**config.mk**
```make
export PLATFORM = sky130hd
export DESIGN_NAME = tx_ask_upsampler
export DESIGN_NICKNAME = d
export VERILOG_FILES = /design/src/rtl/tx_ask_upsampler.sv
export SDC_FILE = /design/constraint.sdc
export NUM_CORES = 1
export LEC_CHECK = 0
export CAP_MARGIN = 30
export CORE_UTILIZATION = 34
export CTS_BUF_LIST = sky130_fd_sc_hd__clkbuf_8 sky130_fd_sc_hd__clkbuf_16
export CTS_CLUSTER_DIAMETER = 100
export DETAILED_ROUTE_END_ITERATION = 7
export PLACE_DENSITY = 0.74
export SYNTH_ARGS = -nofsm -noshare
export SYNTH_HDL_FRONTEND = slang
export SYNTH_SLANG_ARGS = --single-unit
```
**constraint.sdc**
```tcl
create_clock -name clk -period 1 [get_ports clk]
set_input_delay 0.25 -clock clk [delete_from_list [all_inputs] [get_ports clk]]
set_output_delay 0.25 -clock clk [all_outputs]
set_load 0.01 [all_outputs]
```
**src/rtl/tx_ask_upsampler.sv**
```systemverilog
// Gray-coded 4-ASK symbol mapper with zero-insertion upsampling for the transmit pulse-shaping filter.
// One-entry holding register; a symbol is emitted only at a phase-0 slot and never bypasses the register.
module tx_ask_upsampler #(
    parameter int unsigned UPSAMPLE = 4,
    parameter int unsigned LEVEL    = 32768
) (
    input  logic               clk,
    input  logic               reset,
    input  logic               enable,
    input  logic [1:0]         sym_in,
    input  logic               sym_valid,
    output logic               sym_ready,
    output logic signed [17:0] x_out,
    output logic               sym_strobe,
    output logic               underrun,
    input  logic               clear_underrun
);

    localparam int unsigned PhaseW = $clog2(UPSAMPLE);
    localparam logic [PhaseW-1:0] PhaseLast = PhaseW'(UPSAMPLE - 1);
    localparam logic signed [17:0] AmpInner = 18'(LEVEL);
    localparam logic signed [17:0] AmpOuter = 18'(3 * LEVEL);

    if (UPSAMPLE < 2 || UPSAMPLE > 16 || 3 * LEVEL > 131071) begin : g_param_check
        $error("tx_ask_upsampler: UPSAMPLE must be 2..16 and 3*LEVEL must fit in 1s17");
    end

    logic [PhaseW-1:0]  phase_q;
    logic               hold_valid_q;
    logic [1:0]         hold_sym_q;
    logic signed [17:0] mapped;
    logic               slot;
    logic               take;

    assign sym_ready = !hold_valid_q;
    assign slot      = enable && (phase_q == '0);
    // Transfer only into an empty register, so it can never coincide with consumption.
    assign take      = sym_valid && !hold_valid_q;

    always_comb begin
        mapped = '0;
        case (hold_sym_q)
            2'b00:   mapped = -AmpOuter;
            2'b01:   mapped = -AmpInner;
            2'b11:   mapped = AmpInner;
            default: mapped = AmpOuter;
        endcase
    end

    always_ff @(posedge clk or posedge reset) begin
        if (reset) begin
            phase_q      <= '0;
            hold_valid_q <= 1'b0;
            hold_sym_q   <= 2'b00;
            x_out        <= '0;
            sym_strobe   <= 1'b0;
            underrun     <= 1'b0;
        end else begin
            if (take) begin
                hold_valid_q <= 1'b1;
                hold_sym_q   <= sym_in;
            end else if (slot && hold_valid_q) begin
                hold_valid_q <= 1'b0;
            end

            if (enable) begin
                phase_q <= (phase_q == PhaseLast) ? '0 : phase_q + 1'b1;
            end

            sym_strobe <= slot;
            x_out      <= (slot && hold_valid_q) ? mapped : '0;

            // An empty slot outranks a simultaneous clear.
            if (slot && !hold_valid_q) begin
                underrun <= 1'b1;
            end else if (clear_underrun) begin
                underrun <= 1'b0;
            end
        end
    end

endmodule

```
# Yosys cells after proc, flatten, opt, wreduce, memory -nomap -nowiden
# Cells that the tools add are included.
[totals] n_memories=0 mem_bits_rw=0 output_inout_bits=21 reg_bits=25 mem_bits_ro=0 latchBits=0
[op_classes] shift=0 n_reduce_logical=9 eq_ne=3 mul=0 n_div=0 bitwise_logic=0 addsub=1 n_mux=7 n_lt_le_gt_ge=0
[op_table] op="18-bit one-hot mux with 3 select lines" n=1
[op_table] op="18-bit two-way mux" n=1
[op_table] op="2-bit equality test, second input constant" n=2
[op_table] op="1-bit logical AND" n=4
[op_table] op="2-bit logical NOT" n=2
[op_table] op="1-bit two-way mux" n=4
[op_table] op="2-bit nonzero test" n=2
[op_table] op="2-bit by 1-bit adder with 2-bit output, second input constant" n=1
[op_table] op="2-bit by 1-bit equality test with 1-bit output, second input constant" n=1
[op_table] op="2-bit two-way mux" n=1
[op_table] op="1-bit logical NOT" n=1

# Depth between registers and ports, before layout
# Gate-level depths: netlist of run 1.
[logic_depth] depth_word=5 mapped_depth=5 ltp_nobuf=5

# Least setup slack after synthesis of run 1
# Ideal clock, no wire load.
[synth_path] kind="register -> register" startpoint="register phase_q[0]" endpoint="register phase_q[0]" period_less_slack_ps=1042 stages_incl_launch_ff=4 setup_ps=83 path_buffers=0 arrival_time_ps=959 path_slack_ps=-42 path_cell_list="dfrtp_1 -> ha_1 -> or3b_1 -> o21ai_0"
[synth_via] elab_chain_cells=2 word_cells_on_any_way=3 classes_between="1 x add/sub; 1 x eq/ne; 1 x mux"
[synth_rtl] item="from (decl)" line="28" source="logic [PhaseW-1:0] phase_q;"
[synth_rtl] item="from (signal assigned)" line="67" source="phase_q <= (phase_q == PhaseLast) ? '0 : phase_q + 1'b1;"
[synth_rtl] item="2-bit by 1-bit adder with 2-bit output / 2-bit equality test (equally long branches)" line="67"
[synth_rtl] item="2-bit two-way mux (*)" line="67"
# Every way passes the cells marked *; elsewhere a longest branch is shown, timed or not.
# A chain may end at the register's enable or synchronous reset.

# Worst setup path after layout of run 1
[layout_path] startpoint="register phase_q[1]" endpoint="register phase_q[0]"
[layout_via] elab_chain_cells=2
[layout_rtl] item="2-bit equality test" line="67"
[layout_rtl] item="2-bit two-way mux" line="67"
# Every way passes these cells.

==> reports/results.ini, run 1 <==
[run_status]
status=finished, violations left
violations=setup timing

[clock_network]
cts_sinks=10
cts_max_level=1
tritoncts=built
cts.clk_slew.worst_paths_ps=50
numCtsBuffers=3
cts_buffer_depth=2
clk_latency_ps=240
cts_root_buf=clkbuf_8
cts_hold_buf=0

[routing]
ant_nets=0
drt_first_pass_iters=3
drt_iter0_drc=3
viasPerCell=4.283
vias=394
finalWirelength_um=1037
wl_per_cell_um=11.27
remaining_drc_errors=0

[floorplanning]
die_h_um=42.42
die_w_um=42.42
die_area_um2=1799
initial_core_util_pct=36.45
io_pins=28
core_um2=1524
rows=14

[critical_path]
critical_path.max_fanout=2
crit-reg2reg-launch=phase_q[1]
crit_end=phase_q[0]
critPathArrivalTime_ps=1270
start_kind=flip-flop
crit_required_ps=1160
reg2reg_to=phase_q[0]
worstSetupStartpoint=phase_q[1]
path_class=reg2reg
cp-end-kind=flip-flop
reg2reg_depth=3
r2r_slack_ps=-110

[timing]
fin_ws_ps=-107.0
post-route-period-util_pct=110.7
clock_skew_ps=3.233
slew_violations=0
finalSetupViolations=6
hold_viol=0
period_minus_slack_ps=1107
hold_slack_ps=291.0
rsz0062_at_grt=true
fmax_ghz=0.9034

[grt]
grt_start_max_net_pins=11
grt_pass1_wl_um=1580
grt_pass1_vias=394
antenna_found_initial=0
gr-usage-all-layers_pct=12.35
grt_overflow=0

[cells_and_area]
finalNetCount=89
stdcell_count=92
area_growth_pct=42.34
final_layout_size_suffix_gt1_share_pct=42.11
fin_util_pct=51.89
fillers=144
diodes=0

[yosys]
synth.area.mux_share_pct=4.054
synth_top_family_by_area=buffers and inverters
synth-adder-area-share_pct=11.26
synth_cells=54
yosysWarnings=0
synth_compound_area_share_pct=2.928
ys_types=15
yosysSeqAreaShare_pct=45.05
ys_ff_latch=10
syn-cell-area_um2=555.5
synth.avg_cell_area_um2=10.29
synth-xor-area-share_pct=0
synthSimpleGateAreaFrac_pct=10.36

[min_path]
hold_class=in2async

[placement]
dpl.cell_count=85
dpl.hpwl_um=677.5
port_buffers=12
place.gp.congestion=0.6831

[power]
cellLeakagePower_nw=0.4314
pwr_density_cell_nw_per_um2=2708
peakVddDrop_mv=0.8529

[flow_run]
cap_violations=0

[metal layers]
| layer | vias up | track usage [%] | routed length (um) |
|---|---|---|---|
| li1 | 182 | - | - |
| met1 | 193 | 12.43 | 357 |
| met2 | 16 | 21.85 | 588 |
| met3 | 3 | 5.172 | 69 |
| met4 | 0 | 5.625 | 21 |
| met5 | - | 0 | 0 |
[flip-flops by register name (all words and copies together), names as in the netlist]
register	flops
x_out	3
hold_sym_q	2
phase_q	2
hold_valid_q	1
sym_strobe	1
underrun	1
[power by group]
group / internal, mW / switching [mW] / total (mW) / leakage (nW)
Combinational: 0.516 / 0.467 / 0.983 / 0.277
Clock: 0.346 / 0.158 / 0.504 / 0.0288
Sequential: 0.557 / 0.0971 / 0.654 / 0.126
Total: 1.42 / 0.723 / 2.14 / 0.431
[critical path, stage by stage, from the launching register on]
cell and delay [ps]:
dfrtp_1 400, ha_2 180, or3b_1 380, o21ai_2 80
[cell usage after synthesis]
cell     count  share of area (%)
conb_1       1               0.68
o21ai_0      2                1.8
or3b_1       1                1.6
inv_2        1               0.68
nor4_1       1                1.1
mux2_1       2                4.1
nor2b_2      1                1.6
nor2_1       3                2.0
nand2_1      2                1.4
ha_1         5                 11
and3_2       2                2.7
inv_1        7                4.7
buf_4       15                 20
o22ai_1      1                1.1
dfrtp_1     10                 45
[cells in the final DEF (no fill, tap or decap)]
cell	Yosys	final
ha_2	0	1
conb_1	1	15
o21ai_2	0	1
and3_4	0	1
ha_4	0	1
nand2_4	0	1
dlygate4sd2_1	0	2
nor2b_4	0	1
mux2_4	0	2
dfrtp_1	10	10
buf_6	0	3
buf_2	0	5
ha_1	5	3
inv_1	7	5
o21ai_0	2	1
buf_4	15	5
clkbuf_8	0	4
nor2_1	3	2
and3_2	2	1
nand2_1	2	1
inv_2	1	3
clkdlybuf4s50_1	0	4
nor4_4	0	1
nor2_2	0	1
or3b_1	1	1
o22ai_2	0	1
[how the worst min path moves through the flow]
stage	endpoint
2_1_floorplan	hold_sym_q[0]
3_3_place_gp	hold_sym_q[1]
3_5_place_dp	hold_sym_q[1]
4_1_cts	x_out[15]
5_1_grt	underrun
6_report	underrun
[area by class of cell]
| cell class | instances | area (um2) | area share (%) |
|---|---|---|---|
| Multi-Input combinational cell | 35 | 281.5 | 35.60 |
| Sequential cell | 10 | 250.2 | 31.65 |
| Timing Repair Buffer | 19 | 153.9 | 19.46 |
| Clock buffer | 4 | 55.05 | 6.962 |
| Inverter | 8 | 30.03 | 3.797 |
| Tap cell | 16 | 20.02 | 2.532 |
[repair_timing]
action / CTS / global route
gates resized for setup: 32 / 11
endpoints found under the setup margin: 12 / 10
setup buffers: 2 / 1
pin swaps: 3 / 4
[kinds of logic after synthesis]
| kind of cell | after synthesis |
|---|---|
| buffers and inverters | 23 |
| AND/OR/NAND/NOR | 10 |
| flip-flops | 10 |
| adder cells (fa/ha/maj) | 5 |
| AO/OA/AOI/OAI | 3 |
| multiplexers | 2 |
| other | 1 |
[through the flow]
step	worst slack (ps)	power (mW)	instance area (um2)	setup TNS (ps)
after floorplan	-17.01	1.041	613.1	-17.01
after global placement	-346.3	1.299	670.6	-2228
after detailed placement	-367.9	1.351	670.6	-2516
after CTS	-74.36	1.943	733.2	-388.0
after global routing	-144.8	2.300	790.8	-703.1
final	-107.0	2.141	790.8	-424.0
Power figures use the tool's default switching activity.
==> run 2: changes to the inputs <==
--- a/config.mk
+++ b/config.mk
@@ -14,3 +14,4 @@
 export SYNTH_ARGS = -nofsm -noshare
 export SYNTH_HDL_FRONTEND = slang
 export SYNTH_SLANG_ARGS = --single-unit
+export TNS_END_PERCENT = 30
==> run 2 against run 1 <==
The run still ends with setup timing left. Critical path depth unchanged. Highest routed layer unchanged. Setup slack did not move. Total power is the same. Critical path type unchanged. Routed wire length is the same. First-iteration DRC count unchanged. Non-clock buffer count is the same. Largest power group unchanged. Sequential share of layout area is the same. Combinational power hardly changed. Clock power about the same. Count of clock-buffer cells in the layout unchanged.
==> reports/results.ini, run 2 (synthesis gave the netlist of run 1 again) <==
[timing]
fin_ws_ps=-107.0
post-route-period-util_pct=110.7
slew_violations=0
clock_skew_ps=3.233
hold_slack_ps=291.0
period_minus_slack_ps=1107
rsz0062_at_grt=true
finalSetupViolations=6
hold_viol=0
fmax_ghz=0.9034
setup_tns_ps=-424.0

[placement]
place.gp.congestion=0.6831
dpl.hpwl_um=677.5
dpl.cell_count=85
port_buffers=12

[cells_and_area]
diodes=0
fin_util_pct=51.89
final_common_cell=conb_1
largest_reg_flops=3
top_regs=x_out x3, hold_sym_q x2, phase_q x2
area_growth_pct=42.34
regMostFlops=x_out
final_cell_mix=conb_1, dfrtp_1, inv_1, buf_2, buf_4
finalNetCount=89
final_layout_size_suffix_gt1_share_pct=42.11
stdcell_count=92
fillers=144

[routing]
finalWirelength_um=1037
remaining_drc_errors=0
wl_per_cell_um=11.27
drt_iter0_drc=3
viasPerCell=4.283
vias=394
drt_first_pass_iters=3
ant_nets=0

[min_path]
hold_class=in2async

[critical_path]
reg2reg_depth=3
critical_path.max_fanout=2
cp_cell_sequence=ha_2, or3b_1, o21ai_2
path_class=reg2reg
r2r_slack_ps=-110
start_kind=flip-flop
crit_required_ps=1160
crit_slowest_cell=dfrtp_1
crit_family=flip-flops
crit-reg2reg-launch=phase_q[1]
cp-end-kind=flip-flop
cpPeakStageDelay_ps=400
reg2reg_to=phase_q[0]
critPathArrivalTime_ps=1270
cp_num_buf_inv=0

[power]
pwr_density_cell_nw_per_um2=2708
cellLeakagePower_nw=0.4314
peakVddDrop_mv=0.8529

[clock_network]
numCtsBuffers=3
cts.clk_slew.worst_paths_ps=50
cts_max_level=1
cts_buffer_depth=2
tritoncts=built
cts_root_buf=clkbuf_8
clk_latency_ps=240
cts_sinks=10

[grt]
grt_overflow=0
gr-usage-all-layers_pct=12.35
grt_start_max_net_pins=11
antenna_found_initial=0
grt_pass1_vias=394
grt_pass1_wl_um=1580

[floorplanning]
io_pins=28
initial_core_util_pct=36.45
rows=14
core_um2=1524
die_area_um2=1799
die_w_um=42.42
die_h_um=42.42

[run_status]
status=finished, violations left
violations=setup timing

[flow_run]
cap_violations=0

-- run 2: per-stage QoR --
stage,area [um2],total power [mW],setup slack (ps)
2_1_floorplan,613.1,1.041,-17.01
3_3_place_gp,670.6,1.299,-346.3
3_5_place_dp,670.6,1.351,-367.9
4_1_cts,733.2,1.943,-74.36
5_1_grt,790.8,2.300,-144.8
6_report,790.8,2.141,-107.0
-- run 2: worst max path at each step --
| stage | cells past startpoint | from | end |
|---|---|---|---|
| 3_5_place_dp | 3 | sym_valid | hold_sym_q[0] |
| 5_1_grt | 3 | phase_q[0] | phase_q[0] |
| 2_1_floorplan | 3 | phase_q[0] | phase_q[0] |
| 4_1_cts | 3 | phase_q[0] | phase_q[0] |
| 3_3_place_gp | 3 | sym_valid | hold_sym_q[0] |
| 6_report | 3 | phase_q[1] | phase_q[0] |
-- run 2: power by group --
part / internal [mW] / total [mW] / switching, mW / leakage [nW]
logic: 0.516 / 0.983 / 0.467 / 0.277
clock network: 0.346 / 0.504 / 0.158 / 0.0288
registers: 0.557 / 0.654 / 0.0971 / 0.126
total: 1.42 / 2.14 / 0.723 / 0.431
-- run 2: layer usage --
layer	global-route usage, %	vias up	part of all wire (%)
met5	0	-	0
met2	21.85	16	57
met1	12.43	193	34
li1	-	182	-
met3	5.172	3	6.7
met4	5.625	0	2.0
-- run 2: cell type report --
class                   instances  area [um2]  area share (%)
multi-input cells              35       281.5           35.60
flip-flops and latches         10       250.2           31.65
repair buffers                 19       153.9           19.46
clock buffers                   4       55.05           6.962
inverters                       8       30.03           3.797
well taps                      16       20.02           2.532
-- run 2: worst reg2reg max path: stages, from the launching register on --
cell,delay [ps]
dfrtp_1,400
ha_2,180
or3b_1,380
o21ai_2,80
-- run 2: what timing repair did --
item | CTS | global route
setup buffers | 2 | 1
endpoints found under the setup margin | 12 | 10
cloned | 0 | 0
pin swaps | 3 | 4
hold buffers | 0 | 0
gates resized for setup | 32 | 11
==> run 3: changes to the inputs <==
--- a/config.mk
+++ b/config.mk
@@ -10,6 +10,7 @@
 export CTS_BUF_LIST = sky130_fd_sc_hd__clkbuf_8 sky130_fd_sc_hd__clkbuf_16
 export CTS_CLUSTER_DIAMETER = 100
 export DETAILED_ROUTE_END_ITERATION = 7
+export GPL_ROUTABILITY_DRIVEN = 0
 export PLACE_DENSITY = 0.74
 export SYNTH_ARGS = -nofsm -noshare
 export SYNTH_HDL_FRONTEND = slang
==> results of run 3 <==
No change in the layout: final DEF, timing and power equal those of run 2.
